===== src/rtl/pll_ctrl_pkg.sv =====
// Shared types, default timing constants and phase-position arithmetic for the
// PLL dynamic phase-shift controller.
package pll_ctrl_pkg;

    typedef enum logic [2:0] {
        INIT,
        IDLE,
        SETUP,
        STEP_LO,
        STEP_HI,
        LOAD,
        WAIT_LOCK,
        RECOVER
    } pll_state_e;

    localparam int unsigned DEF_NUM_CH       = 5;
    localparam int unsigned DEF_STEP_W       = 8;
    localparam int unsigned DEF_POS_W        = 10;
    localparam int unsigned DEF_PHASE_WRAP   = 920;
    localparam int unsigned DEF_STEP_PULSE   = 2;
    localparam int unsigned DEF_STEP_GAP     = 4;
    localparam int unsigned DEF_LOCK_TIMEOUT = 50000;
    localparam int unsigned DEF_RST_CYCLES   = 100;

    // New position after moving 'steps' in direction 'dir', folded into [0, wrap).
    function automatic int unsigned phase_wrap(
        input int unsigned pos,
        input int unsigned steps,
        input logic        dir,
        input int unsigned wrap
    );
        int unsigned res;
        if (dir) begin
            res = pos + steps;
            if (res >= wrap) res = res - wrap;
        end else if (steps > pos) begin
            res = pos + wrap - steps;
        end else begin
            res = pos - steps;
        end
        return res;
    endfunction

endpackage


===== src/rtl/pll_lock_watchdog.sv =====
// Lock synchroniser plus a consecutive-low-lock timeout counter.
module pll_lock_watchdog #(
    parameter int unsigned LOCK_TIMEOUT = 50000
) (
    input  logic clk,
    input  logic rst_n,
    input  logic clear,
    input  logic pll_lock,
    output logic lock_s,
    output logic timeout
);

    localparam int unsigned CNT_W = $clog2(LOCK_TIMEOUT + 1);

    logic             lock_meta;
    logic [CNT_W-1:0] cnt;
    logic             expire_c;

    assign expire_c = !clear && !lock_s && (cnt == CNT_W'(LOCK_TIMEOUT - 1));

    // Count cycles of synced lock low while supervising; restart on lock or clear.
    always_ff @(posedge clk or negedge rst_n) begin
        if (!rst_n) begin
            lock_meta <= 1'b0;
            lock_s    <= 1'b0;
            cnt       <= '0;
            timeout   <= 1'b0;
        end else begin
            lock_meta <= pll_lock;
            lock_s    <= lock_meta;
            timeout   <= expire_c;
            if (clear || lock_s || expire_c) cnt <= '0;
            else                             cnt <= cnt + CNT_W'(1);
        end
    end

endmodule


===== src/rtl/pll_dyn_phase_ctrl.sv =====
// Dynamic phase-shift sequencer with per-channel position tracking and
// automatic PLL reset recovery on lock loss.
module pll_dyn_phase_ctrl
    import pll_ctrl_pkg::*;
#(
    parameter int unsigned NUM_CH       = DEF_NUM_CH,
    parameter int unsigned STEP_W       = DEF_STEP_W,
    parameter int unsigned POS_W        = DEF_POS_W,
    parameter int unsigned PHASE_WRAP   = DEF_PHASE_WRAP,
    parameter int unsigned STEP_PULSE   = DEF_STEP_PULSE,
    parameter int unsigned STEP_GAP     = DEF_STEP_GAP,
    parameter int unsigned LOCK_TIMEOUT = DEF_LOCK_TIMEOUT,
    parameter int unsigned RST_CYCLES   = DEF_RST_CYCLES
) (
    input  logic                    clk,
    input  logic                    rst_n,
    input  logic                    req_valid,
    output logic                    req_ready,
    input  logic [2:0]              req_chan,
    input  logic                    req_dir,
    input  logic [STEP_W-1:0]       req_steps,
    output logic                    done,
    output logic                    err,
    output logic                    busy,
    input  logic                    pll_lock,
    output logic [2:0]              phase_sel,
    output logic                    phase_dir,
    output logic                    phase_step_n,
    output logic                    load_phase,
    output logic                    pll_rst,
    output logic [NUM_CH*POS_W-1:0] phase_pos,
    output logic [7:0]              recover_cnt
);

    localparam int unsigned TMR_MAX0 = (STEP_PULSE > STEP_GAP) ? STEP_PULSE : STEP_GAP;
    localparam int unsigned TMR_MAX  = (TMR_MAX0 > RST_CYCLES) ? TMR_MAX0 : RST_CYCLES;
    localparam int unsigned TMR_W    = $clog2(TMR_MAX + 1);

    pll_state_e        state, state_d;
    logic [TMR_W-1:0]  tmr, tmr_d;
    logic [STEP_W-1:0] rem, rem_d;
    logic [STEP_W-1:0] steps_q, steps_d;
    logic [2:0]        chan_q, chan_d;
    logic              dir_q, dir_d;
    logic [POS_W-1:0]  pos_q [NUM_CH];
    logic [POS_W-1:0]  pos_d [NUM_CH];
    logic [7:0]        rcnt_d;
    logic              err_d, done_d;
    logic [2:0]        sel_d;
    logic              pdir_d;
    logic              enter_recover;
    logic              lock_s, timeout, wd_clear;

    // Lock is only supervised while waiting for it or sitting idle.
    assign wd_clear = !(state == INIT || state == IDLE || state == WAIT_LOCK);

    pll_lock_watchdog #(.LOCK_TIMEOUT(LOCK_TIMEOUT)) u_watchdog (
        .clk      (clk),
        .rst_n    (rst_n),
        .clear    (wd_clear),
        .pll_lock (pll_lock),
        .lock_s   (lock_s),
        .timeout  (timeout)
    );

    always_comb begin
        state_d       = state;
        tmr_d         = tmr;
        rem_d         = rem;
        steps_d       = steps_q;
        chan_d        = chan_q;
        dir_d         = dir_q;
        pos_d         = pos_q;
        rcnt_d        = recover_cnt;
        err_d         = err;
        done_d        = 1'b0;
        sel_d         = phase_sel;
        pdir_d        = phase_dir;
        enter_recover = 1'b0;

        case (state)
            INIT: begin
                if (lock_s)       state_d = IDLE;
                else if (timeout) enter_recover = 1'b1;
            end
            IDLE: begin
                // Requests win over a coincident timeout so a handshake is never dropped.
                if (req_valid) begin
                    err_d   = 1'b0;
                    chan_d  = req_chan;
                    dir_d   = req_dir;
                    steps_d = req_steps;
                    rem_d   = req_steps;
                    if (32'(req_chan) >= NUM_CH) begin
                        err_d  = 1'b1;
                        done_d = 1'b1;
                    end else if (req_steps == '0) begin
                        done_d = 1'b1;
                    end else begin
                        state_d = SETUP;
                        sel_d   = req_chan;
                        pdir_d  = req_dir;
                    end
                end else if (timeout) begin
                    enter_recover = 1'b1;
                end
            end
            SETUP: begin
                state_d = STEP_LO;
                tmr_d   = TMR_W'(STEP_PULSE - 1);
            end
            STEP_LO: begin
                if (tmr == '0) begin
                    state_d = STEP_HI;
                    tmr_d   = TMR_W'(STEP_GAP - 1);
                end else begin
                    tmr_d = tmr - TMR_W'(1);
                end
            end
            STEP_HI: begin
                if (tmr == '0) begin
                    rem_d = rem - STEP_W'(1);
                    if (rem == STEP_W'(1)) begin
                        state_d = LOAD;
                    end else begin
                        state_d = STEP_LO;
                        tmr_d   = TMR_W'(STEP_PULSE - 1);
                    end
                end else begin
                    tmr_d = tmr - TMR_W'(1);
                end
            end
            LOAD: state_d = WAIT_LOCK;
            WAIT_LOCK: begin
                if (lock_s) begin
                    state_d = IDLE;
                    done_d  = 1'b1;
                    for (int unsigned i = 0; i < NUM_CH; i++) begin
                        if (3'(i) == chan_q)
                            pos_d[i] = POS_W'(phase_wrap(32'(pos_q[i]), 32'(steps_q),
                                                         dir_q, PHASE_WRAP));
                    end
                end else if (timeout) begin
                    err_d         = 1'b1;
                    enter_recover = 1'b1;
                end
            end
            RECOVER: begin
                if (tmr == '0) state_d = INIT;
                else           tmr_d   = tmr - TMR_W'(1);
            end
            default: state_d = INIT;
        endcase

        // A PLL reset invalidates every tracked phase position.
        if (enter_recover) begin
            state_d = RECOVER;
            tmr_d   = TMR_W'(RST_CYCLES - 1);
            if (recover_cnt != 8'hFF) rcnt_d = recover_cnt + 8'd1;
            for (int unsigned i = 0; i < NUM_CH; i++) pos_d[i] = '0;
        end
    end

    always_ff @(posedge clk or negedge rst_n) begin
        if (!rst_n) begin
            state        <= INIT;
            tmr          <= '0;
            rem          <= '0;
            steps_q      <= '0;
            chan_q       <= '0;
            dir_q        <= 1'b0;
            for (int unsigned i = 0; i < NUM_CH; i++) pos_q[i] <= '0;
            recover_cnt  <= '0;
            err          <= 1'b0;
            done         <= 1'b0;
            phase_sel    <= '0;
            phase_dir    <= 1'b0;
            req_ready    <= 1'b0;
            busy         <= 1'b1;
            phase_step_n <= 1'b1;
            load_phase   <= 1'b0;
            pll_rst      <= 1'b0;
        end else begin
            state        <= state_d;
            tmr          <= tmr_d;
            rem          <= rem_d;
            steps_q      <= steps_d;
            chan_q       <= chan_d;
            dir_q        <= dir_d;
            pos_q        <= pos_d;
            recover_cnt  <= rcnt_d;
            err          <= err_d;
            done         <= done_d;
            phase_sel    <= sel_d;
            phase_dir    <= pdir_d;
            req_ready    <= (state_d == IDLE);
            busy         <= (state_d != IDLE);
            phase_step_n <= (state_d != STEP_LO);
            load_phase   <= (state_d == LOAD);
            pll_rst      <= (state_d == RECOVER);
        end
    end

    for (genvar g = 0; g < NUM_CH; g++) begin : g_pos
        assign phase_pos[g*POS_W +: POS_W] = pos_q[g];
    end

endmodule


===== config.mk =====
export PLATFORM = sky130hd
export DESIGN_NAME = pll_dyn_phase_ctrl
export DESIGN_NICKNAME = d
export VERILOG_FILES = /design/src/rtl/pll_ctrl_pkg.sv /design/src/rtl/pll_lock_watchdog.sv /design/src/rtl/pll_dyn_phase_ctrl.sv
export SDC_FILE = /design/constraint.sdc
export NUM_CORES = 1
export LEC_CHECK = 0
export CORE_UTILIZATION = 45
export CTS_CLUSTER_SIZE = 8
export DETAILED_ROUTE_END_ITERATION = 8
export GPL_ROUTABILITY_DRIVEN = 0
export HOLD_SLACK_MARGIN = 0.03
export PLACE_DENSITY_LB_ADDON = 0.3
export RECOVER_POWER = 50
export SYNTH_ARGS = -nofsm -noshare
export SYNTH_HDL_FRONTEND = slang
export SYNTH_SLANG_ARGS = --single-unit

===== constraint.sdc =====
create_clock -name clk -period 4.5 [get_ports clk]
set_clock_uncertainty 0.2 [all_clocks]
set_input_delay 0.9 -clock clk [delete_from_list [all_inputs] [get_ports clk]]
set_output_delay 0.9 -clock clk [all_outputs]
set_load 0.02 [all_outputs]

# After elaboration in Yosys (flattened, before gate mapping)
# Index checks and enable logic that the tools add are counted.
# word_totals
reg_bits,118
wordCells,183
output_inout_bits,69
# classes
eq_ne,25
add_sub_neg,29
reduce_logical,34
n_bitwise,2
n_mux,57
n_lt_le_gt_ge,11
# ops
cell,n
2-to-1 mux 10 bit,20
2-to-1 mux 50 bit,3
subtractor 10 x 8 -> 10 bit,10
adder 10 x 8 -> 11 bit,5
>= comparator 11 x 10 -> 1 bit (second input constant),5
adder 10 bit (second input constant),5
greater-than comparator 8 x 10 -> 1 bit,5
subtractor 10 bit (second input constant),5
2-to-1 mux 7 bit,5
one-hot mux 7 bit (4 select lines),1
2-to-1 mux 3 bit,9
one-hot mux 3 bit (7 select lines),1
AND reduction 3 bit,7
equality test 3 bit (second input constant),6
nonzero test 2 bit,9
adder 16 x 1 -> 16 bit (second input constant),1
equality test 16 bit (second input constant),1
2-to-1 mux 16 bit,1
2-to-1 mux 8 bit,2
one-hot mux 8 bit (2 select lines),1
2-to-1 mux 1 bit,11
adder 8 x 1 -> 8 bit (second input constant),1
equality test 8 x 1 -> 1 bit (second input constant),1
logical NOT 8 bit,1
other kinds (26),42

# Logic depth before layout (Yosys ltp)
# depth
depth_word,8
ltp_mapped,15
mapped_depth_nobuf,15

# Hierarchy
# From an unflattened synthesis, not the netlist that was laid out.
# unflattened
cells_unflattened,1520
area_unflattened_um2,12777.3
# modules_own_cells
mod,area_per_inst_um2,seq_area_each_um2,n_inst,cells_each
pll_dyn_phase_ctrl,11811.3,2479.9,1,1435
pll_lock_watchdog,965.9,475.5,1,85

# Worst setup path after synthesis
# OpenSTA, ideal clock, no wires.
# synth_timing
path_type,register to register
start,register steps_q[1]
end,register pos_q (netlist bit phase_pos[38])
synth_period_minus_slack_ns,3.739
path_stages_with_launch,15
setup_slack_ns,0.761
arrival_time_ns,3.453
required_ns,4.213
setup_time_ns,0.087
path_cell_list,dfrtp_1 -> inv_1 -> ha_1 -> nor2b_1 -> o21a_1 -> nor2_1 -> xnor2_1 -> inv_1 -> ha_1 -> a2111oi_1 -> o311ai_0 -> a41oi_2 -> nor2_1 -> xnor2_1 -> o211ai_1
# synth_via
elab_chain_len,8
# synth_lines
element,line_no,rtl
from (decl),pll_dyn_phase_ctrl.sv:42,"logic [STEP_W-1:0] steps_q, steps_d;"
from (signal assigned),pll_dyn_phase_ctrl.sv:187,steps_q <= steps_d;
adder 10 x 8 -> 11 bit,pll_ctrl_pkg.sv:34,res = pos + steps;
subtractor 10 bit or >= comparator 11 x 10 -> 1 bit (tied branches),pll_ctrl_pkg.sv:35,if (res >= wrap) res = res - wrap;
2-to-1 mux 10 bit,pll_ctrl_pkg.sv:35,
2-to-1 mux 10 bit *,pll_ctrl_pkg.sv:33,if (dir) begin
2-to-1 mux 10 bit *,pll_dyn_phase_ctrl.sv:139,if (3'(i) == chan_q)
2-to-1 mux 50 bit *,pll_dyn_phase_ctrl.sv:135,if (lock_s) begin
2-to-1 mux 50 bit *,pll_dyn_phase_ctrl.sv:81,case (state)
2-to-1 mux 50 bit *,pll_dyn_phase_ctrl.sv:156,if (enter_recover) begin
to (signal assigned),pll_dyn_phase_ctrl.sv:190,pos_q <= pos_d;
to (decl),pll_dyn_phase_ctrl.sv:45,logic [POS_W-1:0] pos_q [NUM_CH];
# Every way passes the cells marked *; elsewhere a longest branch is shown, timed or not. The select of a mux whose other input is x is not followed.
# A chain may end at the register's enable or synchronous reset.

# Worst setup path after layout
# layout_timing
start,register steps_q[0]
end,register pos_q (netlist bit phase_pos[26])
# Same word-level chain as after synthesis.

==> results by group <==
Synthesis
  – Unique cell type count in the Yosys netlist: 88
  – Synth cell count leaders: inv_1 (148), nor2_1 (141), ha_1 (140)
  – Seq cells post-synth: 118
  – Yosys Warn Count: 0
  – Most common cell in the netlist: inv_1
  – Syn_nets: 1748
  – Register area share after synthesis: 23.3%
  – Number of synthesized flops with an enable pin: 0
  – Largest cells by area after synthesis: dfrtp_1 (23%), ha_1 (14%), fa_1 (5.5%)
  – Syn avg cell area: 8.15 um2
  – Post-synth top area cell: dfrtp_1
  – Ys flop type: dfrtp_1
  – Cell Area, Synth: ~13000 um2
  – Post-synth top area share: 22.9%
  – Cells after synthesis: 1557
  – Async SR Flop Fraction: 100%

Critical path
  – Crit path capture type: register
  – Req. time, crit path: 4.66 ns
  – Reg-to-Reg Start: steps_q[0]$_DFFE_PN0P_
  – Crit Path Max Fanout: 11
  – Crit path DAT: around 4.3 ns
  – Worst r2r path cells: 12
  – Startpoint Class: register
  – CP Class: register to register
  – FF-to-FF setup slack: between 0.3 and 0.4 ns
  – Critical R2R Capture: phase_pos[26]$_DFFE_PN0P_

Die
  – Die height: 170 um
  – # IOs: 85
  – Row Count: 61
  – Starting density of the core: 45.7%
  – Die Wd: 170 um
  – Die ar.: ~29000 um2
  – Core area: 27800 um2

Global routing
  – Largest net degree at the start of global routing: between 80 and 90
  – Vias in the first global route: 11300
  – Total track usage: 25.0%
  – Initial antenna violation count: 0
  – First-pass GRT wire length: approximately 58000 um
  – Total congestion overflow: 0

Worst hold path
  – Hold Path Class: register to register
  – Worst hold path startpoint: u_watchdog.lock_meta$_DFF_PN0_
  – Hold Path Sink: u_watchdog.lock_s$_DFF_PN0_
  – Hold Path Cell Cnt: 0

STA
  – Period utilization: 92.8%
  – Final Hold Fails: 0
  – Worst Max-Slew Pin Slew: 2.22 ns
  – Max Clk Rate: 239 MHz
  – RSZ-0062 raised after global routing: no
  – Final Max Slew Viols: 118
  – Rel. slew slack: -48.2%
  – Final hold slack: ~0.16 ns
  – Total Neg Setup Slack: 0 ns
  – Setup violators final: 0
  – Period minus WS final: ~4.2 ns

Finish
  – Layout cells sized above 1: 5.84%
  – Fill count: 2659
  – Ant diodes: 0
  – Synthesis-to-finish area growth: 14.0%
  – Final core utilization: 52.1%
  – Final Instance Area: around 14000 um2
  – Final nets: 1806

Status
  – Status: finished with violations
  – Failing checks: capacitance limit, slew limit

Drt
  – Wire length per cell: ~18 um
  – Drt pass-1 iters: 5
  – Total Wirelength: ~35000 um
  – ANT nets after route: 0
  – DRC: 0
  – Initial DRC Count: 907
  – Vias per inst: 5.74
  – DR vias: about 12000

Pwr
  – Power density over cell area: 794 nW/um2
  – P_leak: 6.39 nW
  – Worst VDD drop: 0.400 mV

Clock tree
  – CTS H-Tree Depth: 4
  – CTS max path bufs: 2
  – Worst-Skew Late Latency: 0.43 ns
  – Post-CTS Setup Bufs: 0
  – Hold buffer count at CTS: 0
  – Clock root buffer: clkbuf_16
  – TritonCTS clock tree: built
  – Clock transition at path regs: roughly 0.07 ns
  – PostCTS Resize Cnt: 0
  – Clock Sink Count: ~120
  – CTS buffer count: 17

Place
  – Port Buf Inserts: 84
  – Post-DP HPWL: about 26000 um
  – Dpl cell area: 13900 um2

Run
  – Maxcap violations: 2
==> metal layers <==
layer  global-route usage [%]  part of all wire (%)
met1                     33.1                    46
met2                     41.6                    46
met4                     7.56                   2.5
met3                     4.23                   5.7
met5                        0                     0
==> report_power, final <==
part / internal (mW) / switching [mW]
sequential: 1.33 / 0.484
clock: 0.800 / 0.641
combinational: 3.36 / 4.88
total: 5.48 / 6.00
==> flip-flops by register name (all words and copies together) (netlist names), 3 cells and up <==
register / count
phase_pos: 50
phase_sel: 3
u_watchdog.cnt: 16
recover_cnt: 8
chan_q: 3
state: 3
tmr: 7
steps_q: 8
rem: 8
==> worst max-delay path by stage <==
stage	from	to	cells past startpoint	slack, ns
after CTS	steps_q[0]$_DFFE_PN0P_	phase_pos[23]$_DFFE_PN0P_	12	0.53
after detailed placement	steps_q[0]$_DFFE_PN0P_	phase_pos[26]$_DFFE_PN0P_	12	0.55
after floorplan	steps_q[1]$_DFFE_PN0P_	phase_pos[38]$_DFFE_PN0P_	14	0.76
after global routing	steps_q[0]$_DFFE_PN0P_	phase_pos[38]$_DFFE_PN0P_	13	0.22
final	steps_q[0]$_DFFE_PN0P_	phase_pos[26]$_DFFE_PN0P_	12	0.32
after global placement	steps_q[0]$_DFFE_PN0P_	phase_pos[23]$_DFFE_PN0P_	12	0.73
==> kinds of logic (layout without fill, tap and decap cells) <==
logic type               Yosys count  in the layout  synth area share [%]
buffers and inverters            211            282                  6.38
multiplexers                      26             26                  2.16
AND/OR/NAND/NOR                  477            477                  17.9
AO/OA/AOI/OAI                    440            440                  23.2
flip-flops                       118            118                  23.3
XOR/XNOR                         110            110                  7.71
adder cells (fa/ha/maj)          175            175                  19.3
==> cell usage in the layout (no fill, tap or decap), types with 11 or more instances in the layout <==
cell type,netlist,layout
o21bai_1,23,23
fa_1,35,35
a211oi_1,20,20
a21oi_1,95,95
a31oi_1,16,16
nand2b_1,26,26
o21ai_0,108,107
and3_1,17,17
ha_1,140,140
nor2_1,141,141
clkdlybuf4s50_1,0,79
nand2_1,127,127
o21a_1,18,18
clkbuf_16,0,17
nor3_1,28,28
o211ai_1,12,12
mux2_2,11,11
or3_1,11,11
mux2i_1,15,15
xor2_1,30,30
a21o_1,22,22
inv_1,148,148
xnor2_1,78,78
a22oi_1,12,12
nor2b_1,19,19
or2_2,12,12
dfrtp_1,116,116
nand3_1,47,47
buf_4,0,12
==> critical path, cell delays in order (launching register included) <==
cell	delay (ns)
dfrtp_1	0.66
ha_1	0.26
inv_1	0.06
fa_1	0.40
o21bai_1	0.28
a21oi_1	0.16
o2111ai_1	0.21
nor4b_1	0.67
nor3b_1	0.44
a21oi_1	0.13
o21a_1	0.17
o21ai_0	0.24
a32o_1	0.21
==> per-stage QoR <==
step	power, mW	instances	setup slack [ns]
after CTS	11.4	2006	0.529
after detailed placement	9.89	1974	0.551
after global routing	12.6	2006	0.218
final	11.5	2006	0.322
after floorplan	7.86	1557	0.761
after global placement	9.68	1974	0.725
==> final cells by class <==
class                           count  area, um2  area share [%]
Multi-Input combinational cell   1228       8930            61.7
Sequential cell                   118       2960            20.4
Timing Repair Buffer              100        941            6.50
Inverter                          150        566            3.91
Tap cell                          378        473            3.27
Clock buffer                       17        425            2.94
Clock inverter                     15        183            1.26
(Power assumes the default switching activity.)
